[config.mk]
export PLATFORM = sky130hd
export DESIGN_NAME = esp32_rom_loader
export DESIGN_NICKNAME = d
export VERILOG_FILES = /design/src/rtl/esp32_rom_loader.sv
export SDC_FILE = /design/constraint.sdc
export NUM_CORES = 1
export LEC_CHECK = 0
export CAP_MARGIN = 30
export CORE_MARGIN = 5
export CORE_UTILIZATION = 35
export DETAILED_ROUTE_END_ITERATION = 12
export SYNTH_ARGS = -nofsm -noshare
export SYNTH_HDL_FRONTEND = slang
export SYNTH_SLANG_ARGS = --single-unit
[constraint.sdc]
create_clock -name clk_sys -period 2.88 [get_ports clk_sys]
set_input_delay 0.576 -clock clk_sys [delete_from_list [all_inputs] [get_ports clk_sys]]
set_output_delay 0.576 -clock clk_sys [all_outputs]
set_load 0.005 [all_outputs]
[src/rtl/esp32_rom_loader.sv]
// esp32_rom_loader: packs the ESP32 SPI byte stream into 16-bit SDRAM word
// writes while a SNES ROM loads, tracks the ROM/BSRAM masks and ROM mapping,
// and holds the SNES core in reset (load_done low) until the load completes.
// Optional feature macro: ROM_HEADER_DETECT_EN (derive rom_type/ram_mask from
// the cartridge header instead of the DEF_TYPE/DEF_RAMMASK parameters).
module esp32_rom_loader #(
    parameter int          FIFO_DEPTH  = 4,
    parameter logic [7:0]  CTRL_PAGE   = 8'hFF,
    parameter logic [7:0]  DEF_TYPE    = 8'h00,
    parameter logic [23:0] DEF_RAMMASK = 24'h7FF
) (
    input  logic        clk_sys,
    input  logic        reset_n,
    input  logic        spi_wr,
    input  logic [31:0] spi_addr,
    input  logic [7:0]  spi_data,
    input  logic        mem_busy,
    output logic [24:0] load_addr,
    output logic [15:0] load_data,
    output logic        load_wr,
    output logic        load_done,
    output logic [7:0]  rom_type,
    output logic [23:0] rom_mask,
    output logic [23:0] ram_mask,
    output logic        overflow
);
    localparam int PW = $clog2(FIFO_DEPTH);
    localparam int CW = PW + 1;
    localparam logic [CW-1:0] FULL_CNT = CW'(FIFO_DEPTH);

    typedef enum logic [1:0] {IDLE, LOADING, DRAIN, DONE} state_t;
    state_t state, state_nxt;

    logic ctrl_wr, byte_wr, flush, start_load, enter_done;
    logic pending;
    logic [7:0]  low_byte;
    logic [22:0] pend_addr;
    logic        push, push_ok, pop, full;
    logic [22:0] push_addr;
    logic [15:0] push_data;
    logic [22:0] fa [FIFO_DEPTH];
    logic [15:0] fd [FIFO_DEPTH];
    logic [PW-1:0] wp, rp;
    logic [CW-1:0] count;
    logic [7:0]  type_nxt;
    logic [23:0] rmask_nxt;

    // Every bit at or below the highest set address bit.
    function automatic logic [23:0] smear(input logic [23:0] a);
        logic [23:0] m;
        m[23] = a[23];
        for (int i = 22; i >= 0; i--) m[i] = a[i] | m[i+1];
        return m;
    endfunction

    assign ctrl_wr    = spi_wr && (spi_addr[31:24] == CTRL_PAGE);
    assign byte_wr    = spi_wr && (spi_addr[31:24] != CTRL_PAGE) && (state == LOADING);
    assign flush      = (state == LOADING) && ctrl_wr && !spi_data[0];
    assign start_load = (state_nxt == LOADING) && (state != LOADING);
    assign enter_done = (state_nxt == DONE) && (state != DONE);
    assign full       = (count == FULL_CNT);
    assign pop        = (count != '0) && !mem_busy && !load_wr;
    assign push_ok    = push && (!full || pop);
    assign load_done  = (state == DONE);

    // State register.
    always_ff @(posedge clk_sys or negedge reset_n) begin
        if (!reset_n) state <= IDLE;
        else          state <= state_nxt;
    end

    // Next-state: control writes start/stop the load; DRAIN waits for the FIFO to empty.
    always_comb begin
        state_nxt = state;
        case (state)
            IDLE:    if (ctrl_wr) state_nxt = spi_data[0] ? LOADING : DONE;
            LOADING: if (ctrl_wr && !spi_data[0]) state_nxt = DRAIN;
            DRAIN:   if ((count == '0) && !mem_busy && !load_wr) state_nxt = DONE;
            DONE:    if (ctrl_wr && spi_data[0]) state_nxt = LOADING;
            default: state_nxt = IDLE;
        endcase
    end

    // Word assembly: odd bytes complete a word; a lone even byte is flushed with a zero high byte.
    always_comb begin
        push      = 1'b0;
        push_addr = pend_addr;
        push_data = {8'h00, low_byte};
        if (byte_wr) begin
            if (spi_addr[0]) begin
                push      = 1'b1;
                push_addr = spi_addr[23:1];
                push_data = {spi_data, low_byte};
            end else begin
                push = pending;
            end
        end else if (flush) begin
            push = pending;
        end
    end

    // Byte latch, pending flag and sticky overflow.
    always_ff @(posedge clk_sys or negedge reset_n) begin
        if (!reset_n) begin
            low_byte  <= 8'hFF;
            pend_addr <= '0;
            pending   <= 1'b0;
            overflow  <= 1'b0;
        end else if (start_load) begin
            low_byte <= 8'hFF;
            pending  <= 1'b0;
            overflow <= 1'b0;
        end else begin
            if (push && full && !pop) overflow <= 1'b1;
            if (byte_wr && !spi_addr[0]) begin
                low_byte  <= spi_data;
                pend_addr <= spi_addr[23:1];
                pending   <= 1'b1;
            end else if (byte_wr || flush) begin
                low_byte <= 8'hFF;
                pending  <= 1'b0;
            end
        end
    end

    // FIFO pointers and occupancy; a new load empties it.
    always_ff @(posedge clk_sys or negedge reset_n) begin
        if (!reset_n) begin
            wp <= '0; rp <= '0; count <= '0;
        end else if (start_load) begin
            wp <= '0; rp <= '0; count <= '0;
        end else begin
            if (push_ok) wp <= wp + 1'b1;
            if (pop)     rp <= rp + 1'b1;
            case ({push_ok, pop})
                2'b10:   count <= count + 1'b1;
                2'b01:   count <= count - 1'b1;
                default: ;
            endcase
        end
    end

    // FIFO storage needs no reset; occupancy alone says what is valid.
    always_ff @(posedge clk_sys) begin
        if (push_ok) begin
            fa[wp] <= push_addr;
            fd[wp] <= push_data;
        end
    end

    // Write issue: one-cycle strobe from the FIFO head; address/data hold between writes.
    always_ff @(posedge clk_sys or negedge reset_n) begin
        if (!reset_n) begin
            load_wr   <= 1'b0;
            load_addr <= '0;
            load_data <= '0;
        end else begin
            load_wr <= pop;
            if (pop) begin
                load_addr <= {1'b0, fa[rp], 1'b0};
                load_data <= fd[rp];
            end
        end
    end

    // ROM mask grows with every byte address seen during the load.
    always_ff @(posedge clk_sys or negedge reset_n) begin
        if (!reset_n)     rom_mask <= '0;
        else if (start_load) rom_mask <= '0;
        else if (byte_wr) rom_mask <= rom_mask | smear(spi_addr[23:0]);
    end

`ifdef ROM_HEADER_DETECT_EN
    // Lo is the fallback mapping, so its map byte never needs to be kept.
    logic [7:0] hi_map, hi_size, lo_size, sel_size;
    logic       hi_sel;

    // Header byte capture during the load.
    always_ff @(posedge clk_sys or negedge reset_n) begin
        if (!reset_n) begin
            hi_map <= '0; hi_size <= '0; lo_size <= '0;
        end else if (start_load) begin
            hi_map <= '0; hi_size <= '0; lo_size <= '0;
        end else if (byte_wr) begin
            case (spi_addr[23:0])
                24'h00FFD5: hi_map  <= spi_data;
                24'h00FFD8: hi_size <= spi_data;
                24'h007FD8: lo_size <= spi_data;
                default: ;
            endcase
        end
    end

    // Map selection and BSRAM mask from the captured header.
    always_comb begin
        hi_sel    = (hi_map[7:5] == 3'b001) && ((hi_map[3:0] == 4'h1) || (hi_map[3:0] == 4'h5));
        sel_size  = hi_sel ? hi_size : lo_size;
        type_nxt  = {7'd0, hi_sel};
        rmask_nxt = '0;
        if (sel_size != 8'd0)
            rmask_nxt = (24'h400 << ((sel_size > 8'd7) ? 3'd7 : sel_size[2:0])) - 24'd1;
    end
`else
    assign type_nxt  = DEF_TYPE;
    assign rmask_nxt = DEF_RAMMASK;
`endif

    // Mapping outputs latch on entry to DONE and stay put while the core runs.
    always_ff @(posedge clk_sys or negedge reset_n) begin
        if (!reset_n) begin
            rom_type <= '0;
            ram_mask <= '0;
        end else if (enter_done) begin
            rom_type <= type_nxt;
            ram_mask <= rmask_nxt;
        end
    end
endmodule
==> metrics.md <==
| Metric | Value |
|---|---|
| Run status | finished, final reports clean |
| Antenna diodes | 0 |
| Total track usage | between 10% and 20% |
| Cell variety after synth | 48 |
| DP Area | 12500 sq um |
| Post-DP HPWL | 15.8 mm |
| Final setup fails | 0 |
| DIE AREA | 33900 sq um |
| Overflow after GRT | 0 |
| Part of the power in combinational logic | 27.6% |
| Layout cell share with drive strength beyond 1 | 21.6% |
| CP Class | reg2out |
| Switching Share | about 28% |
| Synth async-reset ratio | 40.7% |
| Crit path arrival time | ~1.7 ns |
| Setup bufs post-CTS | 0 |
| Routed length per placed instance | 19.0 um |
| Clock transition at the registers of the reported paths | approximately 0.06 ns |
| Setup repair after global routing missed its margin | false |
| NetSw | 0.00343 W |
| Post-route ant nets | 0 |
| Hold WC Path Type | in2async |
| Top cell type's share of synthesized area | 44.2% |
| Post-synthesis sequential area ratio | slightly below 70% |
| Xor and xnor area share after synthesis | 0.331% |
| Compound-cell area share of the yosys netlist | 3.67% |
| H-tree Lvls | 1 |
| Final Skew | between 0.01 and 0.015 ns |
| Starting DRT DRC Count | 388 |
| Largest net degree at the start of global routing | 41 |
| Antenna violations before repair | 0 |
| Slew margin rel. | about three fifths |
| Cell area after layout | 13300 sq um |
| Top cell type by total area after synthesis | edfxtp_1 |
| Mapped Cells | 701 |
| Final Critical Period | 2.31 ns |
| Fmax | 433 MHz |
| DR vias/cell | 4.86 |
| VDD IR-drop max | 0.000420 V |
| CTS resizes | 0 |
| Leakage | 5.18 nW |
| Max_cap viols | 0 |
| CP Launch Type | flip-flop |
| WL final | 23.9 mm |
| Vias in the first global route | 6303 |
| IO buf count | 120 |
| Die H | 184 um |
| Core Area | 29800 sq um |
| Worst-Skew Late Latency | 0.53 ns |
| Via count | 6109 |
| Clk pwr share | 27.5% |
| Clock Sinks | between 200 and 300 |
| Initial DRT Pass Iterations | 4 |
| Top area cells in the synthesized netlist | edfxtp_1 (44%), dfrtp_1 (23%), mux4_2 (8.3%) |
| Avg Cell Area, Syn | 15.1 sq um |
| CTS tree | yes |
| Synth Area in Simple Gates | 8.01% |
| Final hold violation count | 0 |
| Root buffer cell | clkbuf_16 |
| Die X | about 180 um |
| Synthesized area | 10600 sq um |
| Setup TNS | 0 ns |
| Initial Util | 35.6% |
| Site Rows | 63 |
| Nets | 895 |
| Synthesis-to-layout area growth | 25.6% |
| Primary FF master, synth | edfxtp_1 |
| Worst EP required | ~2.3 ns |
| Register share of total power | 45.0% |
| Synth warn | 0 |
| Largest family of logic cells by synthesized area | multiplexers |
| Hold Buf Count CTS | 0 |
| IO Pins | about 140 |
| Mux contribution to synthesized area | 13.6% |
| Period utilization | 80.2% |
| DRC errors left | 0 |
| Worst-Margin Slew | approximately 0.6 ns |
| Final Max Tran Viols | 0 |
| CP Capture Type | output port |
| Synthesized flop and latch total | between 200 and 300 |
| CP max FO | 9 |
| EDFF count, synth | 156 |
| CTS Buf Count | 27 |
| Power Density | 932 nW/um^2 |
| GP Congestion | 0.743 |
| Post-Synth Adder-Cell Area | 0.661% |
| First-pass GRT wire length | ~37 mm |
| Internal power | ~0.009 W |
| CTS Buffer Depth | 3 |
==> final timing paths <==
kind | startpoint | cells past startpoint | end | slack (ns)
setup / recovery | state[1] | 3 | load_done | 0.57
hold / removal | reset_n | 1 | load_data[14] | 0.07
setup reg to reg | state[1] | 8 | count[2] | 0.64
hold reg to reg | load_data[9] | 2 | load_data[9] | 0.47
max in group asynchronous | reset_n | 2 | low_byte[4] | 2.02
min in group clk_sys | load_data[9] | 2 | load_data[9] | 0.47
==> stage by stage <==
| stage | cells | hold slack (ns) | util, % | worst slack [ns] | total power, W |
|---|---|---|---|---|---|
| 2_1_floorplan | 723 | 0.280 | - | 0.0266 | 0.00745 |
| 5_1_grt | 1256 | 0.0930 | 44.7 | 0.443 | 0.0131 |
| 4_1_cts | 1256 | 0.0634 | 44.7 | 0.541 | 0.0126 |
| 6_report | 1256 | 0.0651 | 44.7 | 0.570 | 0.0124 |
| 3_5_place_dp | 1207 | 0.465 | 41.8 | 0.0987 | 0.00913 |
| 3_3_place_gp | 1207 | 0.459 | 41.8 | 0.106 | 0.00909 |
==> routing by layer <==
| metal | GRT usage [%] | up-vias | share of wire [%] | routed length [um] |
|---|---|---|---|---|
| met3 | 2.97 | 31 | 5.8 | 1380 |
| li1 | - | 2786 | - | - |
| met5 | 0 | - | 0 | 0 |
| met4 | 2.90 | 0 | 2.0 | 474 |
| met1 | 19.8 | 3128 | 46 | 10900 |
| met2 | 22.6 | 164 | 47 | 11100 |
==> sequential cells by signal, summed over array words and instances (netlist names), 3 cells and up <==
signal     count
count          3
fa            92
fd            64
load_addr     23
load_data     16
low_byte       8
pend_addr     23
rom_mask      24
==> kinds of logic (layout without fill, tap and decap cells) <==
group,after synthesis,count (layout)
xor+xnor,4,4
other cells,1,23
flops,263,263
compound gates,63,63
buf+inv,83,226
simple gates,193,193
mux,89,89
fa+ha+maj,5,5
==> power groups by stage <==
stage	Combinational, W	Clock [W]	Sequential (W)
2_1_floorplan	0.00197	0	0.00548
3_3_place_gp	0.00345	0	0.00564
3_5_place_dp	0.00348	0	0.00565
4_1_cts	0.00350	0.00349	0.00559
5_1_grt	0.00375	0.00366	0.00570
6_report	0.00342	0.00341	0.00558
==> critical path: stages, from the launching register on <==
cell and delay [ns]:
dfrtp_1 0.50, nand2_1 0.12, inv_1 0.09, clkdlybuf4s50_1 0.51
==> placed cells by master (no fill, tap or decap), types with 4 or more instances in the layout <==
master / n
nor4_1: 4
o21ai_0: 15
o22a_1: 8
buf_4: 29
mux4_2: 39
and3_1: 7
nand2_1: 127
inv_1: 16
clkinv_1: 8
edfxtp_1: 156
mux2_2: 46
buf_12: 12
conb_1: 23
clkdlybuf4s50_1: 119
dfrtp_1: 97
nor2_1: 23
ha_1: 4
dfstp_2: 8
clkbuf_16: 27
a21oi_1: 27
and2_2: 4
clkbuf_1: 7
mux2i_1: 4
==> cell type report <==
cell class / instances / area (sq um)
tap: 390 / 488
fill: 2649 / 16500
sequential: 263 / 7370
inverter: 17 / 63.8
clock buffer: 35 / 716
timing repair buffer: 160 / 1650
multi-input combinational: 377 / 2880
clock inverter: 14 / 141
==> cells in the mapped netlist (2+ instances only) <==
library cell	count
inv_1	16
nand3_1	3
and3_1	7
dfrtp_1	99
a21oi_1	27
nor4_1	4
nand3b_1	2
nand2_1	127
or4_4	2
or2_2	3
buf_1	3
nor3_1	3
o31ai_1	3
and2_1	4
and4_1	2
o21ai_0	15
nand4_1	3
mux4_2	39
o22a_1	8
edfxtp_1	156
ha_1	4
mux2_2	46
nor2_1	24
mux2i_1	4
dfstp_2	8
clkbuf_1	23
buf_2	7
buf_4	33
xnor2_1	3
a211oi_1	2
nand2b_1	4
Note: power is estimated with default switching activity, not from simulation.
